===== src/rtl/loader_pkg.sv =====
// rtl/loader_pkg.sv - loader states and stream framing constants; CHECK exists only with PROGRAM_LOADER_CHECKSUM_EN
package loader_pkg;

  // Length header is a little-endian 16-bit word count
  localparam int HEADER_BYTES   = 2;
  // Instruction words arrive as four little-endian bytes
  localparam int BYTES_PER_WORD = 4;

  typedef enum logic [2:0] {
    IDLE   = 3'd0,
    LEN_LO = 3'd1,
    LEN_HI = 3'd2,
    DATA   = 3'd3,
    WRITE  = 3'd4,
`ifdef PROGRAM_LOADER_CHECKSUM_EN
    CHECK  = 3'd5,
`endif
    DONE   = 3'd6,
    ERROR  = 3'd7
  } state_t;

endpackage


===== src/rtl/program_loader_if.sv =====
// rtl/program_loader_if.sv - serial byte stream and program memory write bus of the loader
interface program_loader_if;

  logic        rx_valid_i;
  logic [7:0]  rx_data_i;
  logic        rx_ready_o;
  logic        Mem_Write_o;
  logic [31:0] Address_o;
  logic [31:0] Write_Data_o;

  // Byte source and memory observer side
  modport master (
    output rx_valid_i, rx_data_i,
    input  rx_ready_o, Mem_Write_o, Address_o, Write_Data_o
  );

  // Loader side
  modport slave (
    input  rx_valid_i, rx_data_i,
    output rx_ready_o, Mem_Write_o, Address_o, Write_Data_o
  );

endinterface


===== src/rtl/loader_word_assembler.sv =====
// rtl/loader_word_assembler.sv - four-byte little-endian shift register with byte count and word-complete flag
module loader_word_assembler
  import loader_pkg::*;
(
  input  logic        clk,
  input  logic        reset,
  input  logic        clear_i,
  input  logic        byte_valid_i,
  input  logic [7:0]  byte_data_i,
  output logic [31:0] word_o,
  output logic        word_complete_o
);

  localparam int CNT_W = $clog2(BYTES_PER_WORD);

  logic [31:0]      shift_q;
  logic [CNT_W-1:0] count_q;

  // word_o already includes the byte on the input, so the caller can latch it on the final byte's edge
  assign word_o          = {byte_data_i, shift_q[31:8]};
  assign word_complete_o = byte_valid_i && (count_q == CNT_W'(BYTES_PER_WORD - 1));

  // Bytes enter at the top so the first byte of a word ends up in bits 7:0
  always_ff @(posedge clk or negedge reset) begin
    if (!reset) begin
      shift_q <= '0;
      count_q <= '0;
    end else if (clear_i) begin
      shift_q <= '0;
      count_q <= '0;
    end else if (byte_valid_i) begin
      shift_q <= word_o;
      count_q <= word_complete_o ? '0 : count_q + CNT_W'(1);
    end
  end

endmodule


===== src/rtl/program_loader.sv =====
// rtl/program_loader.sv - serial program loader into instruction memory; checksum stage under PROGRAM_LOADER_CHECKSUM_EN
module program_loader
  import loader_pkg::*;
#(
  parameter int PROGRAM_MEMORY_DEPTH = 64
) (
  input  logic             clk,
  input  logic             reset,
  input  logic             start_i,
  program_loader_if.slave  bus,
  output logic             Core_Reset_o,
  output logic             Done_o,
  output logic             Error_o
);

  localparam int IDX_W = $clog2(PROGRAM_MEMORY_DEPTH + 1);
  localparam int LEN_W = 8 * HEADER_BYTES;

`ifdef PROGRAM_LOADER_CHECKSUM_EN
  localparam state_t AFTER_DATA = CHECK;
`else
  localparam state_t AFTER_DATA = DONE;
`endif

  state_t           state_q, state_d;
  logic [LEN_W-1:0] len_q;
  logic [LEN_W-1:0] len_full;
  logic [IDX_W-1:0] idx_q;
  logic [31:0]      addr_q;
  logic [31:0]      wdata_q;
  logic [31:0]      asm_word;
  logic             asm_complete;
  logic             rx_fire;
  logic             data_fire;
  logic             start_ok;
  logic             len_too_big;
  logic             len_zero;
  logic             more_words;
`ifdef PROGRAM_LOADER_CHECKSUM_EN
  logic [7:0]       sum_q;
`endif

  assign rx_fire     = bus.rx_valid_i && bus.rx_ready_o;
  assign data_fire   = rx_fire && (state_q == DATA);
  assign start_ok    = start_i && ((state_q == IDLE) || (state_q == DONE) || (state_q == ERROR));
  assign len_full    = {bus.rx_data_i, len_q[7:0]};
  assign len_too_big = int'(len_full) > PROGRAM_MEMORY_DEPTH;
  assign len_zero    = (len_full == '0);
  assign more_words  = (int'(idx_q) + 1) < int'(len_q);

  assign bus.rx_ready_o   = (state_q == LEN_LO) || (state_q == LEN_HI) || (state_q == DATA)
`ifdef PROGRAM_LOADER_CHECKSUM_EN
                            || (state_q == CHECK)
`endif
                            ;
  assign bus.Mem_Write_o  = (state_q == WRITE);
  assign bus.Address_o    = addr_q;
  assign bus.Write_Data_o = wdata_q;
  assign Core_Reset_o     = (state_q == DONE);
  assign Done_o           = (state_q == DONE);
  assign Error_o          = (state_q == ERROR);

  loader_word_assembler u_asm (
    .clk             (clk),
    .reset           (reset),
    .clear_i         (start_ok),
    .byte_valid_i    (data_fire),
    .byte_data_i     (bus.rx_data_i),
    .word_o          (asm_word),
    .word_complete_o (asm_complete)
  );

  // State register
  always_ff @(posedge clk or negedge reset) begin
    if (!reset) state_q <= IDLE;
    else        state_q <= state_d;
  end

  // Next state: header, data words with a write slot after each, optional checksum byte
  always_comb begin
    state_d = state_q;
    case (state_q)
      IDLE, DONE, ERROR: if (start_i) state_d = LEN_LO;
      LEN_LO:            if (rx_fire) state_d = LEN_HI;
      LEN_HI: begin
        if (rx_fire) begin
          if (len_too_big)   state_d = ERROR;
          else if (len_zero) state_d = AFTER_DATA;
          else               state_d = DATA;
        end
      end
      DATA:              if (data_fire && asm_complete) state_d = WRITE;
      WRITE:             state_d = more_words ? DATA : AFTER_DATA;
`ifdef PROGRAM_LOADER_CHECKSUM_EN
      CHECK:             if (rx_fire) state_d = (bus.rx_data_i == sum_q) ? DONE : ERROR;
`endif
      default:           state_d = IDLE;
    endcase
  end

  // Length, word index, write bus and checksum; write bus keeps its last values across loads
  always_ff @(posedge clk or negedge reset) begin
    if (!reset) begin
      len_q   <= '0;
      idx_q   <= '0;
      addr_q  <= '0;
      wdata_q <= '0;
`ifdef PROGRAM_LOADER_CHECKSUM_EN
      sum_q   <= '0;
`endif
    end else begin
      if (start_ok) begin
        len_q <= '0;
        idx_q <= '0;
`ifdef PROGRAM_LOADER_CHECKSUM_EN
        sum_q <= '0;
`endif
      end
      if (rx_fire && (state_q == LEN_LO)) len_q[7:0] <= bus.rx_data_i;
      if (rx_fire && (state_q == LEN_HI)) len_q      <= len_full;
      if (data_fire && asm_complete) begin
        addr_q  <= 32'(idx_q) << 2;
        wdata_q <= asm_word;
      end
      if (state_q == WRITE) idx_q <= idx_q + IDX_W'(1);
`ifdef PROGRAM_LOADER_CHECKSUM_EN
      if (data_fire) sum_q <= sum_q + bus.rx_data_i;
`endif
    end
  end

endmodule


===== src/flat_wrapper.sv =====
// flat-port wrapper written by rule: the top's interface ports become plain ports
module program_loader_flat import loader_pkg::*;
#(
  parameter int PROGRAM_MEMORY_DEPTH = 64
)
  (clk, reset, start_i, Core_Reset_o, Done_o, Error_o, bus_rx_valid_i, bus_rx_data_i, bus_rx_ready_o, bus_Mem_Write_o, bus_Address_o, bus_Write_Data_o);
  program_loader_if bus_i ();
  input  logic clk;
  input  logic reset;
  input  logic start_i;
  output logic Core_Reset_o;
  output logic Done_o;
  output logic Error_o;
  input wire logic [$bits(bus_i.rx_valid_i)-1:0] bus_rx_valid_i;
  input wire logic [$bits(bus_i.rx_data_i)-1:0] bus_rx_data_i;
  output wire logic [$bits(bus_i.rx_ready_o)-1:0] bus_rx_ready_o;
  output wire logic [$bits(bus_i.Mem_Write_o)-1:0] bus_Mem_Write_o;
  output wire logic [$bits(bus_i.Address_o)-1:0] bus_Address_o;
  output wire logic [$bits(bus_i.Write_Data_o)-1:0] bus_Write_Data_o;
  assign bus_i.rx_valid_i = bus_rx_valid_i;
  assign bus_i.rx_data_i = bus_rx_data_i;
  assign bus_rx_ready_o = bus_i.rx_ready_o;
  assign bus_Mem_Write_o = bus_i.Mem_Write_o;
  assign bus_Address_o = bus_i.Address_o;
  assign bus_Write_Data_o = bus_i.Write_Data_o;
  program_loader #(.PROGRAM_MEMORY_DEPTH(PROGRAM_MEMORY_DEPTH)) u_core (.clk(clk), .reset(reset), .start_i(start_i), .bus(bus_i), .Core_Reset_o(Core_Reset_o), .Done_o(Done_o), .Error_o(Error_o));
endmodule

===== config.mk =====
export PLATFORM = sky130hd
export DESIGN_NAME = program_loader_flat
export DESIGN_NICKNAME = d
export VERILOG_FILES = /design/src/rtl/loader_pkg.sv /design/src/rtl/program_loader_if.sv /design/src/rtl/loader_word_assembler.sv /design/src/rtl/program_loader.sv /design/src/flat_wrapper.sv
export SDC_FILE = /design/constraint.sdc
export NUM_CORES = 1
export LEC_CHECK = 0
export ABC_AREA = 1
export BUFFER_PORTS_ARGS = -buffer_cell sky130_fd_sc_hd__buf_2
export CAP_MARGIN = 20
export CORE_MARGIN = 8
export CORE_UTILIZATION = 50
export CTS_BUF_LIST = sky130_fd_sc_hd__clkbuf_8
export DETAILED_ROUTE_END_ITERATION = 12
export GPL_TIMING_DRIVEN = 1
export PLACE_DENSITY = 0.76
export REMOVE_ABC_BUFFERS = 1
export SYNTH_ARGS = -nofsm -noshare
export SYNTH_HDL_FRONTEND = slang
export SYNTH_SLANG_ARGS = --single-unit

===== constraint.sdc =====
create_clock -name clk -period 1.9 [get_ports clk]
set_clock_uncertainty 0.1 [all_clocks]
set_input_delay 0.19 -clock clk [delete_from_list [all_inputs] [get_ports clk]]
set_output_delay 0.19 -clock clk [all_outputs]
set_load 0.01 [all_outputs]

======== Word-level counts from Yosys, hierarchy flattened ========
Cells that the tools add are included.
storage, ports and cells
  ROM bits ................................ 0
  bits in latches ......................... 0
  memories kept ........................... 0
  bits in writable memories ............... 0
  flip-flop bits (word level) ............. 99
  input port bits ......................... 12
  output and inout port bits .............. 69
cells by class
  shifts and indexed selects .............. 0
  multiply operators ...................... 0
  div/mod/pow operators ................... 0
  $add $sub $neg .......................... 3
  bitwise operators ....................... 1
  order comparisons ....................... 2
  mux-type cells .......................... 18
  reduce and logical (&&, ||, !) cells .... 20
  equality and inequality tests ........... 11
operators by type and width
  operator               number
  $mux W32               2
  $lt A32 B17 Y1         1
  $mux W16               2
  $mux W3                7
  $gt A16 B7 Y1 const B  1
  $logic_not A16 Y1      1
  $pmux W3 S5            1
  $mux W7                2
  $eq A3 B3 Y1 const B   3
  $add A7 B1 Y8 const B  1
  $mux W8                1
  $reduce_bool A2 Y1     4
  $add A7 B1 Y7 const B  1
  $logic_and A1 B1 Y1    7
  $eq A3 B2 Y1 const B   2
  $mux W2                3
  $logic_or A1 B1 Y1     4
  $ne A2 B1 Y1 const B   2
  $ne A2 B2 Y1 const B   2
  $reduce_and A4 Y1      1
  $eq A3 B1 Y1 const B   1
  $logic_not A3 Y1       1
  $reduce_or A3 Y1       1
  $add A2 B1 Y2 const B  1
  3 further kinds        3

======== Longest topological paths before layout ========
  depth in word-level cells ............... 9
  gate-level depth with buffers ........... 17

======== Modules after synthesis ========
Synthesis repeated with hierarchy kept, for this count alone.
unflattened totals
  cells, all modules ...................... 441
  area, all modules ....................... 4,468.0 um2
by module, submodules not included
  module                 times used  area an instance (um2)  cells an instance  sequential area each (um2)
  program_loader         1           3,199.3                 316                1,626.6
  loader_word_assembler  1           1,268.7                 125                650.6

======== Worst setup path after synthesis ========
Ideal clock, no wire load.
  path type ............................... flip-flop to flip-flop
  from .................................... register u_core.idx_q[0]
  to ...................................... register u_core.state_q[0]
  cell stages (with the launch flop) ...... 16
  arrival ................................. 1.774 ns
  period minus slack after synthesis ...... 1.991 ns
  required time ........................... 1.683 ns
  setup slack ............................. -0.091 ns
  setup time .............................. 0.117 ns
  cells stage by stage .................... dfrtp_1 ha_1 nand2_1 inv_1 nand4_1 xor2_1 inv_1 ha_1 nand2_1 o21a_1 nand2_1 nand2_1 nand2_1 nand2_1 nand2_1 nand2_1
on the way
  cells in the longest elaborated chain, start to end .. 4
RTL lines
  element                 RTL line               text
  from (decl)             program_loader.sv:28   logic [IDX_W-1:0] idx_q;
  from (signal assigned)  program_loader.sv:125  if (state_q == WRITE) idx_q <= idx_q + IDX_W'(1);
  $add A7 B1 Y8           program_loader.sv:49   assign more_words = (int'(idx_q) + 1) < int'(len_q);
  $lt A32 B17 Y1          program_loader.sv:49
  $mux W3                 program_loader.sv:93   WRITE: state_d = more_words ? DATA : AFTER_DATA;
  $pmux W3 S5             program_loader.sv:82   case (state_q)
  to (signal assigned)    program_loader.sv:76   else state_q <= state_d;
  to (decl)               program_loader.sv:25   state_t state_q, state_d;
Every way passes these cells.
A chain may end at the register's enable or synchronous reset.

======== Worst setup path in the final report ========
Ends and elaborated chain as after synthesis.

==> impl_metrics.yaml <==
status:
  violations: "negative setup slack"
  run_status: "finished with violations"
critical_path:
  critical_path.max_fanout: 3
  critical_path_stages: 15
  critical_path_start_type: "register"
  timing.critical_path.slowest_stage_cell: "sky130_fd_sc_hd__dfrtp_1"
  cell_with_the_most_instances_on_the_worst_path: "sky130_fd_sc_hd__nand2_1"
  worst_setup_path_end_kind: "register"
  critPathTopFamily: "simple AND/OR/NAND/NOR gates"
  crit_path_max_cell_delay_ps: 400
  crit_type: "register to register"
  rr_worst_depth: 15
  crit_chain: "ha_2, nand2_2, inv_2, nand4_1, xor2_1, inv_1, ha_4, nand2_2, o21a_1, nand2_1, nand2_1, nand2_1, nand2_1, nand2_1, nand2_1"
  cp.required_ps: 2040
  worst_ep_arrival_time_ps: 2280
  critical_path_buf_inv_count: 2
floorplanning:
  initial_core_util: 0.504
  rows: 33
  die_area_mm2: 0.0113
  core_area_mm2: 0.00805
  dieWidth_um: 106
  pin_count: 81
  die_y_um: 106
layout:
  finish.instance_area_mm2: 0.00478
  area.growth.synth_to_final_pct: 17.6
  finalNonFillerCells: 633
  final_net_count: 544
  final_core_utilization: 0.593
  fillers: 707
  layout_cell_share_with_drive_strength_beyond_1: 0.225
  antenna_cells: 0
placed_design:
  placedInstanceArea_mm2: 0.00445
  hpwlAfterDp_mm: 6.40
  dp.cells: 610
  place.gp.congestion: 0.893
  buffer_ports.inserted: 55
clock_network:
  clock_tree_from_tritoncts: "yes"
  cts-buffers-inserted: 9
  cts_max_path_buffers: 2
  h-tree-depth: 3
  clk_transition_reported_paths_ps: 90
  clock_sinks: 91
  insertion_delay_ps: 350
  clockRootBuffer: "sky130_fd_sc_hd__clkbuf_8"
pwr:
  p_sw_frac: 0.366
  power.share.clock: 0.235
  max-vdd-ir-drop_v: 0.000874
  combinational_group_share_of_total_power: 0.325
  switchingPower_uw: 2050
  share_seq_of_total_power: 0.441
  internal_power_uw: 3550
  powerDensity_mw_per_mm2: 1170
  total_leakage_power_uw: 0.00252
synth:
  synth_top_family_by_area: "buffers and inverters"
  netlist_top_cells_area: "sky130_fd_sc_hd__dfrtp_1, sky130_fd_sc_hd__nand2_1, sky130_fd_sc_hd__inv_1"
  yosys.cell_count.top_type: "sky130_fd_sc_hd__nand2_1"
  synth_area_in_adders: 0.0277
  synth-compound-area-share: 0.133
  post_synth_instance_area_mm2: 0.00406
  synth_cell_type_count: 26
  yosys.area_share.xor_xnor: 0.00431
  post_synth_mux_area_share: 0
  synthArstFlopShare: 1.00
  post_synth_inst_count: 444
  synth_seq_area_share: 0.561
  synth_top_area_cell: "sky130_fd_sc_hd__dfrtp_1"
  synth_edf_count: 0
  syn-mean-instance-area_um2: 9.14
  synth-simple-area-share: 0.133
  seq_cells_post_synth: 91
  yosysTopAreaCellShare: 0.561
  yosysWarnings: 0
  dominantRegCellSynth: "sky130_fd_sc_hd__dfrtp_1"
  synth_common_cells: "sky130_fd_sc_hd__nand2_1, sky130_fd_sc_hd__dfrtp_1, sky130_fd_sc_hd__inv_1"
detailed_routing:
  detail-route-antenna-nets: 0
  final_wirelength_mm: 8.94
  via_per_inst: 4.95
  top_signal_layer_used: "met4"
  firstDrtPassIters: 4
  drc_errors: 0
  post_drt_wl_per_cell_um: 14.1
  routed-wl-met3_um: 535
  route.layer.met1.wl_mm: 3.98
  met2WireLength_mm: 4.29
  first_iter_violations: 116
  detailroute.via_count: 3131
sta:
  number_of_failing_hold_endpoints_at_the_final_stage: 0
  fin_crit_sh: 1.12
  worst_slack_ps: -237
  achievable-frequency_mhz: 468
  rsz_0062_raised_after_global_routing: "yes"
  timing.final.setup_violations: 2
  fin_crit_ps: 2140
  slew_viols_final: 0
grt:
  wire_length_of_the_first_global_routing_pass_mm: 15.1
  first_global_vias: 3177
  overflow_after_grt: 0
  grtUsageTotal: 0.162
  largest_net_degree_at_the_start_of_global_routing: 57
  grt_antenna_before_repair: 0
hold_path:
  worstHoldPathType: "input port to register"
  holdPathStages: 3
run:
  cap_viol_max_count: 0
==> cell usage in the layout, fill, tap and decap left out, types with 2 or more instances in the layout <==
| master | n |
|---|---|
| sky130_fd_sc_hd__a21oi_1 | 5 |
| sky130_fd_sc_hd__buf_12 | 2 |
| sky130_fd_sc_hd__buf_2 | 54 |
| sky130_fd_sc_hd__buf_4 | 25 |
| sky130_fd_sc_hd__clkbuf_8 | 9 |
| sky130_fd_sc_hd__clkinvlp_4 | 2 |
| sky130_fd_sc_hd__conb_1 | 25 |
| sky130_fd_sc_hd__dfrtp_1 | 90 |
| sky130_fd_sc_hd__ha_1 | 6 |
| sky130_fd_sc_hd__ha_4 | 2 |
| sky130_fd_sc_hd__inv_1 | 72 |
| sky130_fd_sc_hd__inv_2 | 5 |
| sky130_fd_sc_hd__inv_6 | 2 |
| sky130_fd_sc_hd__nand2_1 | 90 |
| sky130_fd_sc_hd__nand2_2 | 4 |
| sky130_fd_sc_hd__nand3_1 | 6 |
| sky130_fd_sc_hd__nand3_2 | 2 |
| sky130_fd_sc_hd__nand4_1 | 4 |
| sky130_fd_sc_hd__nor2_1 | 17 |
| sky130_fd_sc_hd__nor2_2 | 2 |
| sky130_fd_sc_hd__nor3_1 | 2 |
| sky130_fd_sc_hd__o21ai_0 | 21 |
| sky130_fd_sc_hd__o21ai_1 | 24 |
| sky130_fd_sc_hd__o22ai_1 | 43 |
==> final cells by class <==
type / instances / area (µm²) / share of cell area
Multi-Input combinational cell: 263 / 1370 / 0.288
Tap cell: 105 / 131 / 0.0275
Sequential cell: 91 / 2280 / 0.477
Clock inverter: 7 / 75.1 / 0.0157
Inverter: 76 / 285 / 0.0597
Clock buffer: 9 / 124 / 0.0259
Timing Repair Buffer: 82 / 508 / 0.106
==> cells by family after synthesis <==
logic type | Yosys count
AOI/OAI and AO/OA | 96
adders and majority gates | 9
buffers and inverters | 114
xor gates and xnor gates | 2
DFF | 91
and+or+nand+nor | 131
other | 1
==> per-stage QoR <==
step | setup slack, ps | power, µW | setup TNS (ps) | hold slack (ps)
after floorplan | -90.6 | 3670 | -122 | -206
after global placement | -132 | 4130 | -213 | 43.0
after detailed placement | -195 | 4240 | -362 | 48.7
after CTS | -164 | 5590 | -287 | 71.0
after global routing | -417 | 5970 | -786 | 111
final | -237 | 5600 | -414 | 75.8
==> worst min-delay path: cells and delay by family <==
kind	cells	cell delay, ps
compound gates	1	140
buf+inv	2	160
==> timing repair <==
action                                  in CTS  in global routing
hold endpoints to repair                    28                  0
hold buffers                                 1                  0
pin swaps                                    9                  9
resized for setup                            9                  8
buffers inserted                             3                  3
endpoints found under the setup margin       2                  3
==> registers in the layout, indices dropped and copies added, names as in the netlist <==
name / flops
u_core.bus.Write_Data_o: 32
u_core.u_asm.count_q: 2
u_core.len_q: 16
u_core.idx_q: 7
u_core.state_q: 3
u_core.u_asm.shift_q: 24
u_core.bus.Address_o: 7
==> routing by layer <==
metal	vias up	GRT usage
met1	1494	0.209
met5	-	0
li1	1537	-
met4	0	0.0432
met3	16	0.0460
met2	84	0.261
==> power by group through the flow <==
stage | combinational, µW | sequential [µW] | clock [µW]
after floorplan | 1190 | 2480 | 0
after global placement | 1640 | 2490 | 0
after detailed placement | 1740 | 2500 | 0
after CTS | 1780 | 2460 | 1340
after global routing | 2050 | 2500 | 1420
final | 1820 | 2470 | 1310
==> worst paths after layout <==
| check | from | end | slack [ps] |
|---|---|---|---|
| hold reg to reg | u_core.bus.Write_Data_o[22]$_DFFE_PN0P_ | u_core.bus.Write_Data_o[22]$_DFFE_PN0P_ | 390 |
| setup / recovery | u_core.idx_q[0]$_DFFE_PN0P_ | u_core.state_q[0]$_DFFE_PN0P_ | -240 |
| hold / removal | bus_rx_data_i[6] | u_core.bus.Write_Data_o[30]$_DFFE_PN0P_ | 80 |
| setup reg to reg | u_core.idx_q[0]$_DFFE_PN0P_ | u_core.state_q[0]$_DFFE_PN0P_ | -240 |
| min in group asynchronous | reset | u_core.bus.Write_Data_o[16]$_DFFE_PN0P_ | 200 |
| max in group asynchronous | reset | u_core.bus.Write_Data_o[27]$_DFFE_PN0P_ | 950 |
(Power assumes the default switching activity.)
